## src/rtl/onehot_encoder_reg.sv

```systemverilog
// Registered one-hot to binary encoder with valid/ready handshake on both sides.
// Flags words that are not exactly one-hot and keeps a saturating count of them.
module onehot_encoder_reg #(
    parameter int CNT_W = 8
) (
    input  logic             clk,
    input  logic             rst,
    input  logic             in_valid,
    output logic             in_ready,
    input  logic [7:0]       in_onehot,
    input  logic             clr_cnt,
    output logic             out_valid,
    input  logic             out_ready,
    output logic [2:0]       out_code,
    output logic             out_err,
    output logic [CNT_W-1:0] err_cnt
);

    typedef enum logic {
        EMPTY = 1'b0,
        FULL  = 1'b1
    } state_t;

    localparam logic [CNT_W-1:0] CNT_MAX = '1;

    state_t     state;
    state_t     state_next;
    logic       in_xfer;
    logic       out_xfer;
    logic [2:0] enc_code;
    logic       enc_err;

    // The output register may be refilled in the same cycle it drains.
    always_comb begin
        in_ready  = !rst && ((state == EMPTY) || out_ready);
        out_valid = (state == FULL);
        in_xfer   = in_valid && in_ready;
        out_xfer  = out_valid && out_ready;
    end

    // Scanning downward lets the lowest set bit win when several are set.
    always_comb begin
        enc_code = 3'd0;
        for (int i = 7; i >= 0; i--) begin
            if (in_onehot[i]) begin
                enc_code = 3'(i);
            end
        end
        enc_err = (in_onehot == 8'd0) || ((in_onehot & (in_onehot - 8'd1)) != 8'd0);
    end

    always_comb begin
        state_next = state;
        case (state)
            EMPTY: begin
                if (in_xfer) begin
                    state_next = FULL;
                end
            end
            FULL: begin
                if (out_xfer && !in_xfer) begin
                    state_next = EMPTY;
                end
            end
            default: state_next = EMPTY;
        endcase
    end

    always_ff @(posedge clk or posedge rst) begin
        if (rst) begin
            state <= EMPTY;
        end else begin
            state <= state_next;
        end
    end

    always_ff @(posedge clk or posedge rst) begin
        if (rst) begin
            out_code <= 3'd0;
            out_err  <= 1'b0;
        end else if (in_xfer) begin
            out_code <= enc_code;
            out_err  <= enc_err;
        end
    end

    // Clearing wins over a coincident increment.
    always_ff @(posedge clk or posedge rst) begin
        if (rst) begin
            err_cnt <= '0;
        end else if (clr_cnt) begin
            err_cnt <= '0;
        end else if (in_xfer && enc_err && (err_cnt != CNT_MAX)) begin
            err_cnt <= err_cnt + 1'b1;
        end
    end

endmodule

```

## config.mk

```make
export PLATFORM = sky130hd
export DESIGN_NAME = onehot_encoder_reg
export DESIGN_NICKNAME = d
export VERILOG_FILES = /design/src/rtl/onehot_encoder_reg.sv
export SDC_FILE = /design/constraint.sdc
export NUM_CORES = 1
export LEC_CHECK = 0
export ABC_CLOCK_PERIOD_IN_PS = 2800
export CAP_MARGIN = 20
export CORE_MARGIN = 10
export CORE_UTILIZATION = 43
export DETAILED_ROUTE_END_ITERATION = 8
export PLACE_DENSITY = 0.8
export SETUP_SLACK_MARGIN = 0.2
export SYNTH_ARGS = -nofsm -noshare
export SYNTH_HDL_FRONTEND = slang
export SYNTH_SLANG_ARGS = --single-unit
```

## constraint.sdc

```tcl
create_clock -name clk -period 2.8 [get_ports clk]
set_input_delay 0.56 -clock clk [delete_from_list [all_inputs] [get_ports clk]]
set_output_delay 0.56 -clock clk [all_outputs]
set_load 0.02 [all_outputs]
```

# --- Word-level counts from Yosys, hierarchy flattened ---
# Cells that the tools add are included.
word_totals:
  reg_bits: 13
  output_inout_bits: 14
op_classes:
  n_addsub: 2
  n_eq_ne: 1
  mux: 13
  bitwise_logic: 2
  n_reduce_logical: 13
ops:
  columns: ["cell", "n"]
  rows:
  - ["two-way mux 3 bit", 8]
  - ["two-way mux 8 bit", 2]
  - ["adder 8 x 1 -> 8 bit (second input constant)", 1]
  - ["AND 8 bit", 1]
  - ["zero test 8 bit", 1]
  - ["!= test 8 bit (second input constant)", 1]
  - ["nonzero test 8 bit", 1]
  - ["subtractor 8 x 1 -> 8 bit (second input constant)", 1]
  - ["logical AND 1 bit", 6]
  - ["zero test 1 bit", 2]
  - ["logical OR 1 bit", 2]
  - ["two-way mux 1 bit", 2]
  - ["case mux 1 bit (2 select lines)", 1]
  - ["nonzero test 2 bit", 1]
  - ["inverter 1 bit", 1]

# --- Longest topological paths before layout ---
logic_depth:
  word_depth: 8
  depth_mapped: 7

# --- Worst setup path before layout ---
# Ideal clock, no wire load.
synth_path:
  path_kind: "register to register"
  from: "register err_cnt[0]"
  to: "register err_cnt[6]"
  setup_ps: 125
  t_arrival_ps: 2053
  required_time_ps: 2675
  slack_ps: 622
  path_stages_with_launch: 7
  synth_period_minus_slack_ps: 2178
  cell_sequence: "dfrtp_1 ha_1 and3_4 a2111oi_4 nand2_1 o32a_2 mux2_4"
synth_between:
  elab_chain_len: 3
synth_lines:
  columns: ["item", "line", "source"]
  rows:
  - ["from (decl)", "16", "output logic [CNT_W-1:0] err_cnt"]
  - ["from (signal assigned)", "94", "err_cnt <= err_cnt + 1'b1;"]
  - ["adder 8 x 1 -> 8 bit / != test 8 bit (equally long branches)", "94, 93", null]
  - ["two-way mux 8 bit / logical AND 1 bit (equally long branches)", "93", "end else if (in_xfer && enc_err && (err_cnt != CNT_MAX)) begin"]
  - ["two-way mux 8 bit / nonzero test 2 bit (equally long branches)", null, null]
# Parallel ways exist; a longest one is shown, timed or not. The select of a mux whose other input is x is not followed.
# A chain may end at the register's enable or synchronous reset.

# --- Worst setup path after layout ---
layout_path:
  from: "input port out_ready"
  to: "output port in_ready"
layout_between:
  elab_chain_len: 2
layout_lines:
  columns: ["item", "line", "source"]
  rows:
  - ["from (decl)", "13", "input logic out_ready,"]
  - ["logical OR 1 bit", "35", "in_ready = !rst && ((state == EMPTY) || out_ready);"]
  - ["logical AND 1 bit", "35", null]
  - ["to (decl)", "9", "output logic in_ready,"]
# Every way passes these cells.

==> results.md <==
- Status: completed
- WL met2: roughly 1200 microns
- Simple-gate portion of the synthesized area: 0.344
- Synthesized instance count: 110
- Least-Margin Pin Slew: 0.504 ns
- Crit path DAT: 1.89 ns
- Nets@finish: 156
- Post-synth EDFFs: 0
- Flops & latches, synth: 13
- Netlist cell types: 37
- Setup TNS: 0 ns
- Pwr/cell area: 346 nW/um^2
- Synth Flop Type: dfrtp_1
- Vias: 953
- CP max FO: 3
- Worst skew pair latency: around 0.28 ns
- Final hold vios: 0
- Xor/xnor share of the synthesized area: 0
- Ports: 27
- Top Metal Used: met4
- H-tree depth: 1
- Met1 WL: 1030 microns
- Seq pwr share: 0.460
- Total wire length: approximately 2500 microns
- Die H: 67.4 microns
- CTS Hold Bufs: 0
- CTS tree: yes
- Fraction of layout cells with a size suffix above 1: 0.113
- Mux share of post-synthesis cell area: 0.0712
- WL met3: ~170 microns
- RSZ-0062 raised after global routing: false
- DR WL/cell: 14.5 microns
- Critical Setup Path Class: in -> out
- Clock Tree Root: clkbuf_4
- Pleak: 0.517 nW
- Pin count of the biggest net entering global routing: 14
- Die area: 4550 sq um
- Finished Layout Cells: 169
- Cells after DPL: 165
- # DRC: 0
- Ys async rst share: 1.00
- Slew headroom: 0.664
- Setup Buffers After CTS: 0
- DR pass1 iterations: 4
- Clock power frac: 0.266
- Tmin final: ~2.5 ns
- Avg Vias per Cell: between 5 and 6
- Post-Syn Area: 967 sq um
- Final Max Tran Viols: 0
- Final Cycle Share: 0.876
- Core Area: approximately 2200 sq um
- Synth warn: 0
- DP Wirelength: approximately 1900 microns
- Area fraction in compound gates after synthesis: 0.198
- Antenna violations before repair: 0
- Switching Share: 0.305
- CTS buffer count: 3
- Main combinational cell family by area after synthesis: simple AND/OR/NAND/NOR gates
- Bufs on Longest Clock Path: 2
- Startpoint types: input pin
- ANT nets after route: 0
- Via count of the first global-routing pass: 928
- Pint: about 310 uW
- Switch Pwr: approximately 140 uW
- First-pass GRT wire length: 4280 microns
- Synthesis-to-layout area growth: 34.2%
- ANT cells: 0
- CTS clk-pin slew, worst paths: 0.08 ns
- CTS Sinks: 13
- Avg Inst Size Synth: slightly below 9 sq um
- Combinational fraction of design power: 0.275
- Total gr overflow: 0
- Hold WC Path Type: reg -> reg
- Critical Path RT: between 2 and 2.5 ns
- Layout Skew: 0.00101 ns
- Die Wd: 67.4 microns
- I/O Buffers: 26
- All-layer global routing usage: 0.118
- Starting Density: 0.446
- Max Clock Freq: 408 MHz
- 1st-iter DRT viols: 34
- Final Wtd Congestion: roughly 0.77
- Adder-Cell Fraction of Synth Area: 0.0129
- Row count: 17
- Syn nets: 124
- Worst setup EP type: primary output
- MaxCap Viol Count: 0
- Final setup viols: 0
- Peak supply drop: 0.347 mV
- Seq/Total Area, Yosys: 0.336
Yosys cell counts (2+ instances only):
library cell,n,area (sq um)
nand2b_1,4,25.0
nor2_1,9,33.8
nand2_1,10,37.5
nor4b_1,3,26.3
a211oi_1,4,30.0
a21o_1,2,15.0
nor3_1,2,10.0
mux2_1,2,22.5
mux2i_1,2,20.0
nand4_1,6,37.5
nand3_1,10,50.1
inv_1,5,18.8
dfrtp_1,13,325
nor2b_1,5,31.3
a21oi_1,8,40.0
o21ai_1,2,10.0
o21ai_0,3,15.0
cells in the final DEF, fill, tap and decap left out, types with 3 or more instances in the layout:
master and count:
inv_1 5, nor4b_1 3, nand2_1 10, nand2b_1 4, nand4_1 6, a211oi_1 4, nor2b_1 5, buf_4 3
clkbuf_4 3, clkdlybuf4s50_1 26, dfrtp_1 13, nand3_1 10, a21oi_1 8, o21ai_0 3, nor2_1 9
repair_timing:
| item | in CTS | in global routing |
|---|---|---|
| gates resized for setup | 0 | 1 |
| setup endpoints to repair | 0 | 1 |
| hold endpoints to repair | 0 | 0 |
path summary, 6_finish.rpt:
kind / startpoint / end / slack [ns] / cells after the start
worst max-delay path: out_ready / in_ready / 0.35 / 4
worst min-delay path: out_code[0] / out_code[0] / 0.49 / 2
worst max register to register: err_cnt[0] / err_cnt[6] / 0.63 / 7
worst min register to register: out_code[0] / out_code[0] / 0.49 / 2
max in group asynchronous: rst / err_cnt[4] / 1.74 / 2
min in group asynchronous: rst / err_cnt[1] / 0.72 / 2
state kept, by name (all words and copies together), names as in the netlist:
name,count
out_valid,1
out_code,3
err_cnt,8
out_err,1
power by group through the flow:
stage	logic [mW]	registers, mW	clock network [mW]
floorplan	0.0450	0.224	0
global placement	0.121	0.210	0
detailed placement	0.123	0.210	0
CTS	0.124	0.207	0.122
global route	0.134	0.208	0.133
finish	0.123	0.207	0.119
logic make-up after synthesis:
kind of cell    Yosys count
buf+inv                   7
mux                       6
simple gates             57
compound gates           26
flops                    13
fa+ha+maj                 1
layer usage:
layer | track usage | up-vias
met2 | 0.198 | 20
met3 | 0.0364 | 5
li1 | - | 473
met4 | 0.0538 | 0
met5 | 0 | -
met1 | 0.134 | 455
area by class of cell:
cell class	instances	area [sq um]
clock buffer	4	26.3
timing repair buffer	29	283
multi-input combinational	90	609
sequential	13	325
tap	28	35.0
inverter	5	18.8
fill	206	872
per-stage QoR:
stage	cell area, sq um	worst slack, ns	hold WS (ns)	power [mW]	util
after floorplan	967	0.622	0.437	0.269	-
after global placement	1270	0.159	0.464	0.330	0.584
after detailed placement	1270	0.0724	0.474	0.334	0.584
after CTS	1290	0.338	0.491	0.453	0.596
after global routing	1300	0.276	0.518	0.475	0.598
final	1300	0.347	0.489	0.449	0.598
critical path: stages:
cell and delay [ns]:
clkdlybuf4s50_1 0.41, nor2b_1 0.27, nor2_1 0.10, clkdlybuf4s50_1 0.55
No activity file was read; power rests on OpenSTA's default activity.
